$ cat config.mk
export PLATFORM = sky130hd
export DESIGN_NAME = tx_metaframer
export DESIGN_NICKNAME = d
export VERILOG_FILES = /design/src/rtl/tx_metaframer.sv
export SDC_FILE = /design/constraint.sdc
export NUM_CORES = 1
export LEC_CHECK = 0
export CAP_MARGIN = 10
export CORE_ASPECT_RATIO = 1.2
export CORE_MARGIN = 2
export CORE_UTILIZATION = 45
export DETAILED_ROUTE_END_ITERATION = 10
export DONT_BUFFER_PORTS = 1
export SYNTH_ARGS = -nofsm -noshare
export SYNTH_HDL_FRONTEND = slang
export SYNTH_SLANG_ARGS = --single-unit
$ cat constraint.sdc
create_clock -name USER_CLK -period 2 [get_ports USER_CLK]
set_input_delay 0.6 -clock USER_CLK [delete_from_list [all_inputs] [get_ports USER_CLK]]
set_output_delay 0.6 -clock USER_CLK [all_outputs]
set_load 0.01 [all_outputs]
$ cat src/rtl/tx_metaframer.sv
`default_nettype none
// ============================================================================
//  Module      : tx_metaframer
//  Description : Single-lane Interlaken-style TX framer: sync, scrambler
//                state, skip, payload and diagnostic words per metaframe.
//  Revision    : 1.0 - initial release
// ============================================================================
module tx_metaframer #(
    parameter int          META_FRAME_LEN = 16,
    parameter logic [63:0] IDLE_WORD      = 64'hAAAA_AAAA_AAAA_AAAA,
    parameter logic [63:0] SYNC_WORD      = 64'h78F6_78F6_78F6_78F6,
    parameter logic [63:0] SKIP_WORD      = 64'h1E1E_1E1E_1E1E_1E1E
) (
    input  logic        USER_CLK,
    input  logic        SYSTEM_RESET_N,
    input  logic [63:0] DATA_IN,
    input  logic        DATA_IN_VALID,
    output logic        DATA_IN_READY,
    input  logic [57:0] SCRAM_STATE,
    input  logic [1:0]  LANE_STATUS,
    input  logic        SKIP_REQ,
    output logic        SKIP_ACK,
    output logic [63:0] DATA_OUT,
    output logic [1:0]  HEADER_OUT,
    output logic        FRAME_START
);

    localparam int          CW        = $clog2(META_FRAME_LEN);
    localparam logic [CW-1:0] C_LAST  = CW'(META_FRAME_LEN - 1);
    localparam logic [CW-1:0] C_LASTP = CW'(META_FRAME_LEN - 2);

    logic [CW-1:0] slot_q, slot_d;
    logic          skip_q, skip_d;
    logic [63:0]   data_q, data_d;
    logic [1:0]    hdr_q,  hdr_d;
    logic          fs_q,   fs_d;
    logic          ack_q,  ack_d;
    logic          w_payload;

    assign w_payload     = (slot_q >= CW'(3)) && (slot_q <= C_LASTP);
    // Ready depends only on registered state (and reset), never on VALID.
    assign DATA_IN_READY = SYSTEM_RESET_N & w_payload & ~skip_q;

    always_comb begin
        slot_d = (slot_q == C_LAST) ? '0 : slot_q + CW'(1);
        // A request arriving while the flag is consumed re-arms it.
        if (w_payload && skip_q) skip_d = SKIP_REQ;
        else                     skip_d = skip_q | SKIP_REQ;

        data_d = IDLE_WORD;
        hdr_d  = 2'b10;
        fs_d   = 1'b0;
        ack_d  = 1'b0;
        if (slot_q == CW'(0)) begin
            data_d = SYNC_WORD;
            fs_d   = 1'b1;
        end else if (slot_q == CW'(1)) begin
            data_d = {6'b001010, SCRAM_STATE};
        end else if (slot_q == CW'(2)) begin
            data_d = SKIP_WORD;
        end else if (slot_q == C_LAST) begin
            data_d = {6'b011001, 24'h0, LANE_STATUS, 32'h0};
        end else if (skip_q) begin
            data_d = SKIP_WORD;
            ack_d  = 1'b1;
        end else if (DATA_IN_VALID) begin
            data_d = DATA_IN;
            hdr_d  = 2'b01;
        end
    end

    always_ff @(posedge USER_CLK) begin
        if (!SYSTEM_RESET_N) begin
            slot_q <= '0;
            skip_q <= 1'b0;
            data_q <= IDLE_WORD;
            hdr_q  <= 2'b10;
            fs_q   <= 1'b0;
            ack_q  <= 1'b0;
        end else begin
            slot_q <= slot_d;
            skip_q <= skip_d;
            data_q <= data_d;
            hdr_q  <= hdr_d;
            fs_q   <= fs_d;
            ack_q  <= ack_d;
        end
    end

    assign DATA_OUT    = data_q;
    assign HEADER_OUT  = hdr_q;
    assign FRAME_START = fs_q;
    assign SKIP_ACK    = ack_q;

endmodule
`default_nettype wire

==> impl_metrics.env, run 1 <==
export IMPL_outcome="finished, final reports clean"
export IMPL_finalNetCount=493
export IMPL_peakVddDrop_mv=0.585
export IMPL_gp_congestion=0.802
export IMPL_worstPathRequired_ns=1.40
export IMPL_stdcell_count=452
export IMPL_clk_latency_ns=0.34
export IMPL_cts_root_buf="clkbuf_8"
export IMPL_finalSetupTns_ns=0
export IMPL_syn_area_per_cell_um2=9.05
export IMPL_yosys_warnings=0
export IMPL_hold_viol=0
export IMPL_worstSetupPathType="reg -> out"
export IMPL_path_clk_slew_ns=0.08
export IMPL_grt_usage_pct=22.2
export IMPL_wl_per_cell_um=19.6
export IMPL_synth_ff_type="dfxtp_1"
export IMPL_wl_met1_mm=3.47
export IMPL_reg2reg_depth=7
export IMPL_period_share_pct=98.8
export IMPL_die_w_um=81.2
export IMPL_htreeDepth=3
export IMPL_synth_area_mm2=0.00322
export IMPL_wl_met3_um=811
export IMPL_maxSlewHeadroom_pct=64.9
export IMPL_ys_async_sr_fraction_pct=0
export IMPL_total_power_mw=3.61
export IMPL_grt_ovfl_total=0
export IMPL_postSynthCellCount=356
export IMPL_dp_hpwl_mm=6.39
export IMPL_worstHoldStart="SYSTEM_RESET_N"
export IMPL_area_delta_synth_final_pct=13.1
export IMPL_rsz0062_at_grt="yes"
export IMPL_grt_antenna_before_repair=0
export IMPL_min_to="DATA_OUT[19]"
export IMPL_io_buffers=0
export IMPL_r2r_slack_ns=0.09
export IMPL_topRoutingLayerUsed="met4"
export IMPL_cp_arrival_ns=1.38
export IMPL_skew_ns=0.00730
export IMPL_dr_pass1_iters=4
export IMPL_p_leak_nw=1.43
export IMPL_drt_iter0_markers=135
export IMPL_hold_depth=1
export IMPL_rows=33
export IMPL_dieArea_mm2=0.00785
export IMPL_numCtsBuffers=9
export IMPL_drive_gt1_share_pct=20.8
export IMPL_ys_seq_area_share_pct=45.4
export IMPL_timing_fmax_mhz=506
export IMPL_cts_sinks=73
export IMPL_critPathMaxFanout=3
export IMPL_cts_buffer_depth=2
export IMPL_route_detailed_drc=0
export IMPL_setup_viol=0
export IMPL_grt_max_degree=35
export IMPL_slew_violations=0
export IMPL_yosysMostFrequentCell="dfxtp_1"
export IMPL_grt_pass1_wl_mm=13.5
export IMPL_placed_area_mm2=0.00332
export IMPL_cts_tree="done"
export IMPL_dp_slack_ns=0.176
export IMPL_r2r_end="DATA_OUT[31]"
export IMPL_setup_ws_ns=0.0250
export IMPL_synth_area_leader_cell="dfxtp_1"
export IMPL_drtAntennaViolNets=0
export IMPL_routed_wl_mm=8.88
export IMPL_diodes=0
export IMPL_power_density_mw_per_mm2=990
export IMPL_grt_pass1_vias=2658
export IMPL_worst_setup_path_start_kind="flop"
export IMPL_coreArea_mm2=0.00690
export IMPL_dp_cells=432
export IMPL_die_h_um=96.7
export IMPL_max_cap_violations=0
export IMPL_synthTopCellsByCount="dfxtp_1, a21oi_1, nand2_1"
export IMPL_route_met2_wl_mm=4.40
export IMPL_synth_edf_count=0
export IMPL_end_kind="output port"
export IMPL_holdBufCountCts=0
export IMPL_viasPerCell=5.88
export IMPL_reg2reg_from="slot_q[0]"
export IMPL_tightest_slew_ns=0.525
export IMPL_start_util_pct=46.7
export IMPL_hold_path_class="in -> reg"
export IMPL_synth_area_leaders="dfxtp_1, a21oi_1, nand2_1, a221o_1, nor2_1"
export IMPL_vias=2657
export IMPL_syn_nets=489
export IMPL_fin_crit_ns=1.98
export IMPL_yosys_cell_types_count=42
export IMPL_io_pins=197
export IMPL_design_area_mm2=0.00364
export IMPL_synth_top_cell_area_share_pct=45.4
export IMPL_ys_seq_elements=73
[cell type report]
| cell class | instances | area (um2) |
|---|---|---|
| Clock buffer | 10 | 138 |
| Sequential cell | 73 | 1470 |
| Fill cell | 610 | 3250 |
| Multi-Input combinational cell | 234 | 1560 |
| Clock inverter | 6 | 90.1 |
| Inverter | 14 | 52.6 |
| Timing Repair Buffer | 28 | 230 |
| Tap cell | 87 | 109 |
[worst max-delay path by stage]
| stage | from | end | depth (start not counted) |
|---|---|---|---|
| after global routing | slot_q[0] | DATA_IN_READY | 5 |
| final | slot_q[0] | DATA_IN_READY | 5 |
| after detailed placement | slot_q[0] | DATA_OUT[31] | 6 |
| after floorplan | slot_q[0] | DATA_IN_READY | 5 |
| after global placement | slot_q[0] | DATA_IN_READY | 5 |
| after CTS | slot_q[2] | DATA_IN_READY | 4 |
[per-layer routing]
layer,GRT usage [%],vias up
met5,0,-
met4,8.21,0
met3,6.90,15
met2,37.1,138
met1,26.3,1231
li1,-,1273
[placed cells by master (no fill, tap or decap), types with 2 or more instances in the layout]
cell	n
ha_4	2
nand2b_1	12
o221a_2	9
buf_6	2
o21a_1	10
dfxtp_2	3
dfxtp_1	69
inv_2	2
o22ai_1	10
o21ai_0	9
a31oi_1	8
and3_1	4
nand3_2	2
buf_4	25
clkbuf_8	10
nor3_2	2
o221a_1	5
nor2b_1	4
ha_1	3
nand2_1	33
nand3_1	15
nor3_1	4
or3_1	2
o211ai_1	2
a2bb2oi_1	6
bufinv_16	2
a21oi_1	36
inv_1	11
a221o_1	12
nor2_4	2
nand2_2	2
nor2_1	27
[flip-flops by register name, indices dropped and copies added (netlist names)]
signal,flops
SKIP_ACK,1
slot_q,4
DATA_OUT,64
FRAME_START,1
HEADER_OUT,2
skip_q,1
[critical path: stages (launching register included)]
cell     delay, ns
dfxtp_2       0.36
inv_2         0.06
ha_4          0.16
o32ai_4       0.23
nor3_2        0.07
buf_4         0.15
[per-stage QoR]
| stage | hold slack, ns | util, % |
|---|---|---|
| floorplan | 0.522 | - |
| detailed placement | 0.541 | 48.1 |
| finish | 0.318 | 52.8 |
| CTS | 0.304 | 52.3 |
| global placement | 0.534 | 48.1 |
| global route | 0.301 | 52.8 |
[where the power goes]
part,switching (mW),internal [mW],leakage (nW)
clock,0.566,0.741,0.113
sequential,0.132,1.60,0.607
combinational,0.318,0.255,0.707
[logic make-up after synthesis]
logic type | Yosys count | share of synthesized area, %
compound gates | 114 | 26.6
xor+xnor | 1 | 0.272
fa+ha+maj | 5 | 1.94
buf+inv | 49 | 8.04
flops | 73 | 45.4
simple gates | 114 | 17.8
[what timing repair did]
action,CTS,global route
pin swaps,2,1
resized for setup,13,6
setup buffers,2,2
setup endpoints to repair,1,5
Note: power is estimated with default switching activity, not from simulation.
==> inputs of run 2 (changes only) <==
Settings changed: PLACE_DENSITY set to 0.65.
==> impl_metrics.env, run 2 (same netlist as run 1, synthesis figures left out) <==
export IMPL_outcome="finished, violations left"
export IMPL_violations="negative setup slack"
export IMPL_min_to="DATA_OUT[25]"
export IMPL_stdcell_count=449
export IMPL_r2r_end="DATA_OUT[31]"
export IMPL_placed_area_mm2=0.00332
export IMPL_period_share_pct=101
export IMPL_grt_antenna_before_repair=0
export IMPL_cts_tree="done"
export IMPL_finalSetupTns_ns=-0.0154
export IMPL_setup_ws_ns=-0.0154
export IMPL_dp_hpwl_mm=6.43
export IMPL_grt_pass1_vias=2581
export IMPL_r2r_slack_ns=0.10
export IMPL_io_pins=197
export IMPL_p_leak_nw=1.39
export IMPL_area_delta_synth_final_pct=11.1
export IMPL_holdBufCountCts=0
export IMPL_design_area_mm2=0.00358
export IMPL_drtAntennaViolNets=0
export IMPL_maxSlewHeadroom_pct=63.3
export IMPL_start_util_pct=46.7
export IMPL_rows=33
export IMPL_reg2reg_from="slot_q[0]"
export IMPL_die_w_um=81.2
export IMPL_routed_wl_mm=8.94
export IMPL_hold_ws_ns=0.318
export IMPL_timing_fmax_mhz=496
export IMPL_slew_violations=0
export IMPL_tightest_slew_ns=0.549
export IMPL_max_cap_violations=0
export IMPL_cp_arrival_ns=1.42
export IMPL_die_h_um=96.7
export IMPL_grt_ovfl_total=0
export IMPL_diodes=0
export IMPL_worstSetupPathType="reg -> out"
export IMPL_cp_startpoint="slot_q[1]"
export IMPL_fin_crit_ns=2.02
export IMPL_setup_viol=1
export IMPL_hold_viol=0
export IMPL_worst_setup_path_start_kind="flop"
export IMPL_final_cell_mix="dfxtp_1, a21oi_1, nand2_1"
export IMPL_gp_congestion=0.861
export IMPL_htreeDepth=3
export IMPL_cts_root_buf="clkbuf_8"
export IMPL_critPathMaxFanout=6
export IMPL_cts_buffer_depth=2
export IMPL_crit_path_top_delay_cell="dfxtp_4"
export IMPL_power_density_mw_per_mm2=922
export IMPL_nFillCells=642
export IMPL_numCtsBuffers=9
export IMPL_final_common_cell="dfxtp_1"
export IMPL_largest_reg_flops=64
export IMPL_drive_gt1_share_pct=19.1
export IMPL_io_buffers=0
export IMPL_worstHoldStart="SYSTEM_RESET_N"
export IMPL_hold_path_class="in -> reg"
export IMPL_grt_pass1_wl_mm=13.0
export IMPL_max_stage_delay_ns=0.38
export IMPL_dp_slack_ns=0.0985
export IMPL_grt_max_degree=35
export IMPL_rsz0062_at_grt="yes"
export IMPL_end_kind="output port"
export IMPL_viasPerCell=5.96
export IMPL_grt_usage_pct=21.8
export IMPL_drt_iter0_markers=167
export IMPL_finalNetCount=491
export IMPL_wl_per_cell_um=19.9
export IMPL_skew_ns=0.0118
export IMPL_path_clk_slew_ns=0.08
export IMPL_cts_sinks=73
export IMPL_reg2reg_depth=6
export IMPL_clk_latency_ns=0.34
export IMPL_coreArea_mm2=0.00690
export IMPL_worstPathRequired_ns=1.40
export IMPL_route_detailed_drc=0
export IMPL_dp_cells=431
export IMPL_dr_pass1_iters=5
export IMPL_peakVddDrop_mv=0.471
export IMPL_dieArea_mm2=0.00785
export IMPL_hold_depth=1
export IMPL_path_cells="ha_4, o32ai_4, nor3_2, buf_4"
export IMPL_vias=2675
==> run 2: cell types whose count changed in the layout (fill, tap and decap cells not counted), moves of 2 or more <==
cell | before | now
buf_6 | 2 | 0
clkbuf_1 | 0 | 2
dfxtp_4 | 1 | 3
bufinv_16 | 2 | 0
dfxtp_2 | 3 | 1
==> run 2: cell type report <==
type	instances	area [um2]	area share (%)
Multi-Input combinational cell	234	1560	43.6
Inverter	14	52.6	1.47
Sequential cell	73	1470	41.2
Timing Repair Buffer	26	220	6.15
Clock inverter	3	17.5	0.490
Clock buffer	12	145	4.06
Tap cell	87	109	3.04
==> run 2: layer usage <==
metal	vias to the layer above	wire, um	part of all wire [%]	GRT usage, %
li1	1271	-	-	-
met1	1235	3400	38	24.4
met5	-	0	0	0
met4	0	114	1.3	7.82
met2	158	4450	50	37.2
met3	11	972	11	7.84
==> run 2: metrics by stage <==
stage,utilization [%],power (mW)
2_1_floorplan,-,2.19
3_3_place_gp,48.2,2.31
3_5_place_dp,48.2,2.32
4_1_cts,51.2,3.31
5_1_grt,51.9,3.47
6_report,51.9,3.30
==> run 2: critical path: cells and delay by family (launching register included) <==
| kind | cells | cell delay (ns) |
|---|---|---|
| simple gates | 1 | 0.08 |
| flops | 1 | 0.38 |
| compound gates | 1 | 0.30 |
| fa+ha+maj | 1 | 0.18 |
| buf+inv | 1 | 0.15 |
==> run 2: worst max path at each step <==
stage                          endpoint  slack (ns)  cells past startpoint
final                     DATA_IN_READY       -0.02                      4
after CTS                 DATA_IN_READY      0.0002                      5
after global routing      DATA_IN_READY       -0.06                      5
after global placement     DATA_OUT[37]        0.17                      5
after floorplan           DATA_IN_READY        0.08                      5
after detailed placement   DATA_OUT[37]         0.1                      5
==> run 2: repair_timing <==
item / 4_1_cts / 5_1_grt
pin swaps: 2 / 3
setup buffers: 2 / 1
gates cloned: 0 / 0
resized for setup: 10 / 8
hold endpoints to repair: 0 / 0
setup endpoints to repair: 1 / 12
==> run 2: report_power, final <==
group	switching (mW)	total (mW)	internal, mW	leakage [nW]
logic	0.321	0.583	0.261	0.699
registers	0.135	1.73	1.60	0.608
clock network	0.511	0.985	0.474	0.0822
==> inputs of run 3 (changes only) <==
--- a/config.mk
+++ b/config.mk
@@ -13,2 +13,3 @@
 export DONT_BUFFER_PORTS = 1
+export GPL_ROUTABILITY_DRIVEN = 0
 export PLACE_DENSITY = 0.65
--- a/constraint.sdc
+++ b/constraint.sdc
@@ -3,2 +3,2 @@
 set_output_delay 0.6 -clock USER_CLK [all_outputs]
-set_load 0.01 [all_outputs]
+set_load 0.05 [all_outputs]
==> impl_metrics.env, run 3 (same netlist as run 1, synthesis figures left out) <==
export IMPL_outcome="finished, violations left"
export IMPL_diodes=0
export IMPL_drt_iter0_markers=129
export IMPL_max_cap_violations=0
export IMPL_final_common_cell="dfxtp_1"
export IMPL_io_buffers=0
export IMPL_cts_buffer_depth=2
export IMPL_clk_latency_ns=0.34
export IMPL_grt_pass1_wl_mm=13.6
export IMPL_reg2reg_depth=6
export IMPL_hold_viol=0
export IMPL_min_to="DATA_OUT[51]"
export IMPL_maxSlewHeadroom_pct=65.2
export IMPL_die_w_um=81.2
export IMPL_worstHoldStart="SYSTEM_RESET_N"
export IMPL_holdBufCountCts=0
export IMPL_period_share_pct=101
export IMPL_hold_path_class="in -> reg"
export IMPL_critPathMaxFanout=3
export IMPL_cp_arrival_ns=1.42
export IMPL_drtAntennaViolNets=0
export IMPL_path_clk_slew_ns=0.07
export IMPL_setup_ws_ns=-0.0178
export IMPL_peakVddDrop_mv=0.615
export IMPL_grt_pass1_vias=2692
export IMPL_slew_violations=0
export IMPL_nFillCells=625
export IMPL_power_density_mw_per_mm2=1130
export IMPL_cts_tree="done"
export IMPL_worstSetupPathType="reg -> out"
export IMPL_wl_per_cell_um=20.1
export IMPL_grt_met3_usage_pct=8.30
export IMPL_rsz0062_at_grt="yes"
export IMPL_r2r_slack_ns=0.08
export IMPL_dieArea_mm2=0.00785
export IMPL_area_delta_synth_final_pct=13.3
export IMPL_global_route_usage_met1_pct=25.1
export IMPL_max_stage_delay_ns=0.36
export IMPL_setup_viol=1
export IMPL_post_route_util_pct=52.9
export IMPL_grt_usage_pct=22.7
export IMPL_cts_sinks=73
export IMPL_violations="negative setup slack"
export IMPL_rows=33
export IMPL_worst_setup_path_start_kind="flop"
export IMPL_cts_root_buf="clkbuf_8"
export IMPL_coreArea_mm2=0.00690
export IMPL_grt_max_degree=35
export IMPL_path_cells="inv_2, ha_4, o32ai_4, nor3_4, buf_12"
export IMPL_route_detailed_drc=0
export IMPL_fin_crit_ns=2.02
export IMPL_dp_hpwl_mm=6.42
export IMPL_die_h_um=96.7
export IMPL_grt_antenna_before_repair=0
export IMPL_start_util_pct=46.7
export IMPL_worstPathRequired_ns=1.40
export IMPL_crit_path_top_delay_cell="dfxtp_2"
export IMPL_r2r_end="DATA_OUT[31]"
export IMPL_drive_gt1_share_pct=19.3
export IMPL_grt_ovfl_total=0
export IMPL_vias=2724
export IMPL_final_cell_mix="dfxtp_1, a21oi_1, nand2_1"
export IMPL_end_kind="output port"
export IMPL_routed_wl_mm=9.04
export IMPL_busiest_layer="met2"
export IMPL_reg2reg_from="slot_q[1]"
export IMPL_grt_use_met2_pct=39.7
export IMPL_io_pins=197
export IMPL_htreeDepth=3
export IMPL_tightest_slew_ns=0.521
export IMPL_p_leak_nw=1.42
export IMPL_total_power_mw=4.13
export IMPL_hold_depth=1
export IMPL_timing_fmax_mhz=496
export IMPL_skew_ns=0.00470
export IMPL_largest_reg_flops=64
export IMPL_viasPerCell=6.07
export IMPL_dr_pass1_iters=4
export IMPL_finalNetCount=490
export IMPL_cp_startpoint="slot_q[0]"
export IMPL_hold_ws_ns=0.321
export IMPL_numCtsBuffers=9
==> run 3: per-stage QoR <==
step           setup WS (ns)  area [um2]  instances  TNS, ns
3_5_place_dp          0.0218        3310        429        0
5_1_grt              -0.0566        3650        449  -0.0929
4_1_cts              -0.0183        3640        449  -0.0183
2_1_floorplan        0.00553        3250        356        0
6_report             -0.0178        3650        449  -0.0178
3_3_place_gp           0.103        3310        429        0
==> run 3: critical path: cells and delay by family (launching register included) <==
family | cells | cell delay, ns
fa+ha+maj | 1 | 0.17
compound gates | 1 | 0.28
buf+inv | 2 | 0.20
simple gates | 1 | 0.07
flops | 1 | 0.36
==> run 3: worst max path at each step <==
stage | end | slack [ns]
floorplan | DATA_IN_READY | 0.006
global placement | DATA_OUT[39] | 0.10
detailed placement | DATA_OUT[53] | 0.02
CTS | DATA_IN_READY | -0.02
global route | DATA_IN_READY | -0.06
finish | DATA_IN_READY | -0.02
==> run 3: timing repair <==
item | CTS | global route
setup buffers | 4 | 0
hold endpoints to repair | 0 | 0
pin swaps | 4 | 1
resized for setup | 15 | 2
endpoints found under the setup margin | 1 | 18
==> run 3: report_power, final <==
part | switching (mW) | internal (mW)
clock network | 0.549 | 0.862
registers | 0.540 | 1.59
logic | 0.328 | 0.255
total | 1.42 | 2.71
==> run 3: cell type report <==
class / count / area, um2 / share of cell area (%)
timing repair buffer: 25 / 204 / 5.59
clock buffer: 11 / 141 / 3.87
inverter: 14 / 52.6 / 1.44
multi-input combinational: 234 / 1570 / 42.9
sequential: 73 / 1470 / 40.4
clock inverter: 5 / 103 / 2.81
tap: 87 / 109 / 2.98
==> run 3: layer usage <==
layer / up-vias / share of wire [%]
met1: 1289 / 39
met4: 0 / 1.1
met5: - / 0
met2: 159 / 50
met3: 9 / 10
li1: 1267 / -
